`config.mk`:
```
export PLATFORM = sky130hd
export DESIGN_NAME = sign_extend
export DESIGN_NICKNAME = d
export VERILOG_FILES = /design/src/rtl/sign_extend.sv
export SDC_FILE = /design/constraint.sdc
export NUM_CORES = 1
export LEC_CHECK = 0
export ABC_AREA = 1
export CAP_MARGIN = 20
export CORE_ASPECT_RATIO = 1.75
export CORE_MARGIN = 2
export CORE_UTILIZATION = 33
export CTS_CLUSTER_DIAMETER = 60
export CTS_CLUSTER_SIZE = 12
export DETAILED_ROUTE_END_ITERATION = 16
export GPL_TIMING_DRIVEN = 1
export PLACE_DENSITY = 0.82
export SKIP_CTS_REPAIR_TIMING = 1
export SLEW_MARGIN = 20
export SYNTH_ARGS = -nofsm -noshare
export SYNTH_HDL_FRONTEND = slang
export SYNTH_SLANG_ARGS = --single-unit
export TNS_END_PERCENT = 20
```
`constraint.sdc`:
```
create_clock -name clk -period 1.2 [get_ports clk]
set_input_delay 0.24 -clock clk [delete_from_list [all_inputs] [get_ports clk]]
set_output_delay 0.24 -clock clk [all_outputs]
set_load 0.05 [all_outputs]
```
`src/rtl/sign_extend.sv`:
```
// Immediate-extension unit: widens an IN_W immediate to OUT_W using one of four
// fixed extension modes, with an optional registered copy and load-valid flag.
module sign_extend #(
  parameter int IN_W  = 16,
  parameter int OUT_W = 32,
  parameter int MODE  = 0
) (
  input  logic             clk,
  input  logic             rst,
  input  logic [IN_W-1:0]  a,
  input  logic             en,
  output logic [OUT_W-1:0] y,
  output logic [OUT_W-1:0] y_r,
  output logic             y_r_valid
);

  // Width casts are used instead of replications so IN_W == OUT_W needs no special case.
  logic [OUT_W-1:0] sext;
  logic [OUT_W-1:0] zext;

  assign sext = OUT_W'(signed'(a));
  assign zext = OUT_W'(a);

  generate
    if (IN_W < 1 || IN_W > OUT_W) begin : g_bad_width
      $error("sign_extend: IN_W must satisfy 1 <= IN_W <= OUT_W");
    end

    if (MODE == 0) begin : g_sext
      assign y = sext;
    end else if (MODE == 1) begin : g_zext
      assign y = zext;
    end else if (MODE == 2) begin : g_upper
      if (OUT_W < 2 * IN_W) begin : g_bad_upper
        $error("sign_extend: MODE 2 requires OUT_W >= 2*IN_W");
      end
      assign y = zext << (OUT_W - IN_W);
    end else if (MODE == 3) begin : g_branch
      // Bits shifted past the top are dropped by the fixed OUT_W width.
      assign y = sext << 2;
    end else begin : g_bad_mode
      $error("sign_extend: unsupported MODE");
      assign y = '0;
    end
  endgenerate

  logic [OUT_W-1:0] y_r_q;
  logic [OUT_W-1:0] y_r_d;
  logic             valid_q;
  logic             valid_d;

  always_comb begin
    y_r_d   = y_r_q;
    valid_d = valid_q;
    if (en) begin
      y_r_d   = y;
      valid_d = 1'b1;
    end
  end

  // Active-low synchronous reset wins over en.
  always_ff @(posedge clk) begin
    if (!rst) begin
      y_r_q   <= '0;
      valid_q <= 1'b0;
    end else begin
      y_r_q   <= y_r_d;
      valid_q <= valid_d;
    end
  end

  assign y_r       = y_r_q;
  assign y_r_valid = valid_q;

endmodule

```
==> results.toml, run 1 <==
[floorplan]
dieArea_um2 = 3770
rows = 27
design.core.area_um2 = 3140
ios = 84
die_y_um = 79.8
die_width_um = 47.3
start_util_pct = 34.4

[detailed_routing]
drc = 0
wl_per_cell_um = 12.6
wl_met3_um = 103
dr_wl_met2_mm = 1.98
vias = 922
drt_iter0_drc = 12
drtAntennaViolNets = 0
top_layer_used = "met4"
wl_met1_um = 835
avgViaCountPerCell = 3.94
routed_wl_mm = 2.94
drt_pass1_iterations = 4

[sta]
rsz0062_at_grt = "true"
clock_skew_ns = 0
slew_viol_final = 0
hold_violations = 0
final.min_clock_period_ns = 1.19
setup_viol = 0
max_freq_mhz = 841
min_period_over_period_pct = 99.1
tightest_slew_ns = 0.216
slew_headroom_pct = 85.6
timing.final.ws_setup_ns = 0.0112

[grt]
overflow = 0
grt_use_total_pct = 16.1
grt_start_max_net_pins = 34
antenna_found_initial = 0
grt_pass1_wl_mm = 4.32
grt_pass1_vias = 848

[min_path]
hold_class = "input pin to flop"

[placed_design]
io_buffer_count = 83
pre_cts_ws_ns = -0.207
dp_hpwl_mm = 2.43
gp_congestion = 0.712

[clock_tree]
cts_tree = "yes"
htreeDepth = 1
cts.clk_slew.worst_paths_ns = 0.06
root_buffer = "clkbuf_8"
clk_latency_ns = 0.24
cts_buffers = 3
cts_max_path_buffers = 2
clock_sinks = 17

[synth]
synthTopCellsByArea = "buf_4 34%, dfxtp_1 31%, nand2_1 11%, nor2_1 11%, inv_1 5.5%"
synth.net_count = 171
yosys.area.top_type = "buf_4"
syn_inst = 152
synth-seq-area-share_pct = 31.4
ys_ff_latch = 17
synth_area_um2 = 1080
yosysTopAreaCellShare_pct = 34.0
avgSynthCellArea_um2 = 7.12
yosysWarnings = 0
synthDistinctLibCells = 9

[final_layout]
area_growth_pct = 117
nFillCells = 210
drive_above_1_share_pct = 39.3
layout.nets = 211
fin_util_pct = 74.8
antenna_cells = 0

[worst_setup_path]
crit_path_end_kind = "output port"
crit_family = "buffers and inverters"
start_kind = "input pin"
critPathMaxFanout = 2
required_ns = 0.96
critPathArrivalTime_ns = 0.95
path_class = "input pin to output port"
cpPeakStageDelay_ns = 0.55
crit_chain = "clkdlybuf4s50_1 -> buf_12"
slowest_stage = "clkdlybuf4s50_1"
cp_num_buf_inv = 2

[run_status]
status = "finished, final reports clean"

[power]
p_leak_nw = 1.13
power_density_nw_per_um2 = 999
power_mw = 2.35
ir_drop_uv = 727

[flow_run]
drv_cap = 0
power by group:
part	internal, mW	switching [mW]	total [mW]	leakage, nW
sequential	0.605	0.0417	0.647	0.142
combinational	0.608	0.679	1.29	0.968
clock	0.235	0.180	0.415	0.0228
total	1.45	0.901	2.35	1.13
sequential cells by signal, summed over array words and instances, names as in the netlist:
signal	count
y_r_valid	1
y_r	16
per-layer routing:
metal  vias to the layer above  GRT usage (%)
li1                        468              -
met1                       420           17.0
met2                        32           30.1
met3                         2           1.58
met4                         0           5.83
met5                         -              0
layout make-up:
| type | count | area, um2 | area share [%] |
|---|---|---|---|
| tap | 43 | 53.8 | 2.29 |
| multi-input combinational | 65 | 248 | 10.5 |
| sequential | 17 | 342 | 14.5 |
| clock buffer | 4 | 45.0 | 1.92 |
| timing repair buffer | 89 | 1600 | 68.2 |
| inverter | 16 | 60.1 | 2.55 |
placed cells by master (no fill, tap or decap), types with 2 or more instances in the layout:
cell type / instances
clkbuf_8: 3
dfxtp_1: 16
nor2_1: 32
buf_12: 69
nand2_1: 32
inv_1: 16
clkdlybuf4s50_1: 16
dlymetal6s2s_1: 2
per-stage QoR:
step           instances  cell area, um2  hold WS [ns]  TNS (ns)
2_1_floorplan        152            1080         0.421         0
3_3_place_gp         229            2270         0.493     -3.35
4_1_cts              233            2320         0.506     -3.82
3_5_place_dp         229            2270         0.497     -3.89
6_report             234            2350         0.385         0
5_1_grt              234            2350         0.444    -0.228
final timing paths:
kind	to	cells after the start	slack (ns)	startpoint
setup / recovery	y[5]	2	0.01	a[5]
setup reg to reg	y_r[15]$_SDFFE_PN0P_	3	0.44	y_r[15]$_SDFFE_PN0P_
hold / removal	y_r[6]$_SDFFE_PN0P_	5	0.39	a[6]
hold reg to reg	y_r[14]$_SDFFE_PN0P_	2	0.50	y_r[14]$_SDFFE_PN0P_
Yosys cell counts:
library cell  count
buf_4            49
nand2_1          32
nor2_1           32
dfxtp_1          17
inv_1            16
buf_6             2
buf_8             2
clkbuf_8          1
o21a_1            1
tightest hold or removal path, delay by kind of cell:
kind / cells / cell delay (ns)
simple gates: 3 / 0.12
buf+inv: 2 / 0.22
kinds of logic (layout without fill, tap and decap cells):
kind of cell,count (synthesis),after routing,share of synthesized area (%)
buf+inv,70,109,45.7
simple gates,64,64,22.2
flops,17,17,31.4
compound gates,1,1,0.694
(Power assumes the default switching activity.)
==> inputs of run 2 (changes only) <==
SLEW_MARGIN = 0   (was 20)
==> results of run 2 <==
Final layout, timing and power as in run 1 (identical DEF).
==> inputs of run 3 (changes only) <==
clock period = 1.1 ns   (was 1.2 ns; I/O delays follow)
==> run 3 against run 2 <==
  * The flow now finishes with violations (negative setup slack)
  * Die area unchanged
  * Via count down 1.5%
  * Register-to-register slack worse by 0.25 ns
  * Cell area up 1.4%
  * Sequential share of layout area down 0.10 points
  * Global-route usage about the same
  * Clock power up 10%
  * Sequential power up 8.8%
  * Power up 8.6%
  * Clock-buffer cell count unchanged
  * Final cell count unchanged
  * Flip-flop and latch count unchanged
  * Critical endpoint is now y_r[23]
  * Largest cell class unchanged
==> results.toml, run 3 (synthesis results as in run 1) <==
[run_status]
status = "finished with violations"
violations = "negative setup slack"

[worst_setup_path]
required_ns = 0.88
reg2reg_to = "y_r[15]$_SDFFE_PN0P_"
cpMostUsedCell = "buf_12"
regToRegSetupSlack_ns = 0.19
path_class = "flop to output port"
critPathArrivalTime_ns = 1.00
rr_worst_depth = 4
crit_family = "buffers and inverters"
r2r_start = "y_r[15]$_SDFFE_PN0P_"
crit_path_end_kind = "output port"
cp_num_buf_inv = 2
cp.depth = 2
cpPeakStageDelay_ns = 0.35
start_kind = "flop"
crit_path_start = "y_r[15]$_SDFFE_PN0P_"
crit_chain = "buf_12 -> buf_12"
critPathMaxFanout = 18
slowest_stage = "dfxtp_4"
critPathCapture = "y_r[23]"

[final_layout]
nFillCells = 191
layout.nets = 211
area_growth_pct = 120
ff_latch_area_um2 = 344
fin_util_pct = 75.9
multiInputGateArea_um2 = 248
largest_register_ffs = 16
final_cell_mix = "69 x buf_12, 32 x nor2_1, 32 x nand2_1"
antenna_cells = 0
drive_above_1_share_pct = 39.3
final_common_cell = "buf_12"

[sta]
rsz0062_at_grt = "true"
timing.final.ws_setup_ns = -0.116
slew_viol_final = 0
tns_ns = -1.94
setup_viol = 17
slew_headroom_pct = 83.5
min_period_over_period_pct = 111
final.min_clock_period_ns = 1.22
max_freq_mhz = 822
clock_skew_ns = 0
holdWs_ns = 0.345
hold_violations = 0
tightest_slew_ns = 0.247

[clock_tree]
htreeDepth = 1
cts_buffers = 3
root_buffer = "clkbuf_8"
cts_tree = "yes"
clock_sinks = 17
clk_latency_ns = 0.25
cts_max_path_buffers = 2
cts.clk_slew.worst_paths_ns = 0.06

[flow_run]
drv_cap = 0

[detailed_routing]
drt_pass1_iterations = 4
top_layer_used = "met4"
vias = 908
wl_met3_um = 101
routed_wl_mm = 2.87
drt_iter0_drc = 14
drtAntennaViolNets = 0
avgViaCountPerCell = 3.88
wl_met1_um = 876
dr_wl_met2_mm = 1.85
wl_per_cell_um = 12.3
drc = 0

[min_path]
hold_class = "input pin to flop"

[power]
p_comb_share_pct = 54.5
p_sw_share_pct = 38.5
intPower_mw = 1.57
p_seq_share_pct = 27.6
ir_drop_uv = 1310
clkPwrFrac_pct = 17.9
switchingPower_mw = 0.984
p_leak_nw = 1.26
power_density_nw_per_um2 = 1070

[grt]
overflow = 0
grt_pass1_vias = 869
grt_start_max_net_pins = 34
grt_pass1_wl_mm = 4.34
grt_use_total_pct = 16.1
antenna_found_initial = 0

[placed_design]
io_buffer_count = 83
dp_hpwl_mm = 2.35
gp_congestion = 0.705

[floorplan]
design.core.area_um2 = 3140
rows = 27
start_util_pct = 34.4
die_width_um = 47.3
die_y_um = 79.8
ios = 84
dieArea_um2 = 3770
run 3: cell type report:
| type | instances | share of cell area (%) |
|---|---|---|
| multi-input cells | 65 | 10.4 |
| well taps | 43 | 2.26 |
| flip-flops and latches | 17 | 14.4 |
| clock buffers | 4 | 1.89 |
| inverters | 16 | 2.52 |
| repair buffers | 89 | 68.5 |
run 3: metal layers:
layer / global-route usage (%) / vias up
met5: 0 / -
met4: 5.83 / 0
met3: 3.17 / 4
met2: 30.5 / 32
met1: 15.6 / 408
li1: - / 464
run 3: power groups by stage:
stage / Combinational [mW] / Sequential [mW] / Clock (mW)
final: 1.39 / 0.704 / 0.457
after global routing: 1.44 / 0.707 / 0.505
after floorplan: 0.627 / 0.850 / 0
after CTS: 1.40 / 0.705 / 0.476
after detailed placement: 1.40 / 0.718 / 0
after global placement: 1.38 / 0.714 / 0
run 3: how the worst min path moves through the flow:
stage	start	to	cells past startpoint
after detailed placement	y_r[11]$_SDFFE_PN0P_	y_r[11]$_SDFFE_PN0P_	2
after floorplan	a[15]	y_r[15]$_SDFFE_PN0P_	4
after global routing	a[7]	y_r[7]$_SDFFE_PN0P_	5
after CTS	y_r[11]$_SDFFE_PN0P_	y_r[11]$_SDFFE_PN0P_	2
final	a[14]	y_r[14]$_SDFFE_PN0P_	5
after global placement	y_r[14]$_SDFFE_PN0P_	y_r[14]$_SDFFE_PN0P_	2
run 3: worst register-to-register path: stages (launching register included):
cell     delay, ns
dfxtp_4       0.35
buf_12        0.22
buf_4         0.14
nor2_1        0.03
nor2_1        0.10
run 3: through the flow:
| step | std cells | worst slack, ns | area [um2] | power (mW) |
|---|---|---|---|---|
| final | 234 | -0.116 | 2380 | 2.55 |
| after global routing | 234 | -0.149 | 2380 | 2.65 |
| after CTS | 233 | -0.309 | 2320 | 2.58 |
| after detailed placement | 229 | -0.306 | 2270 | 2.12 |
| after global placement | 229 | -0.251 | 2270 | 2.09 |
| after floorplan | 152 | 0.136 | 1090 | 1.48 |
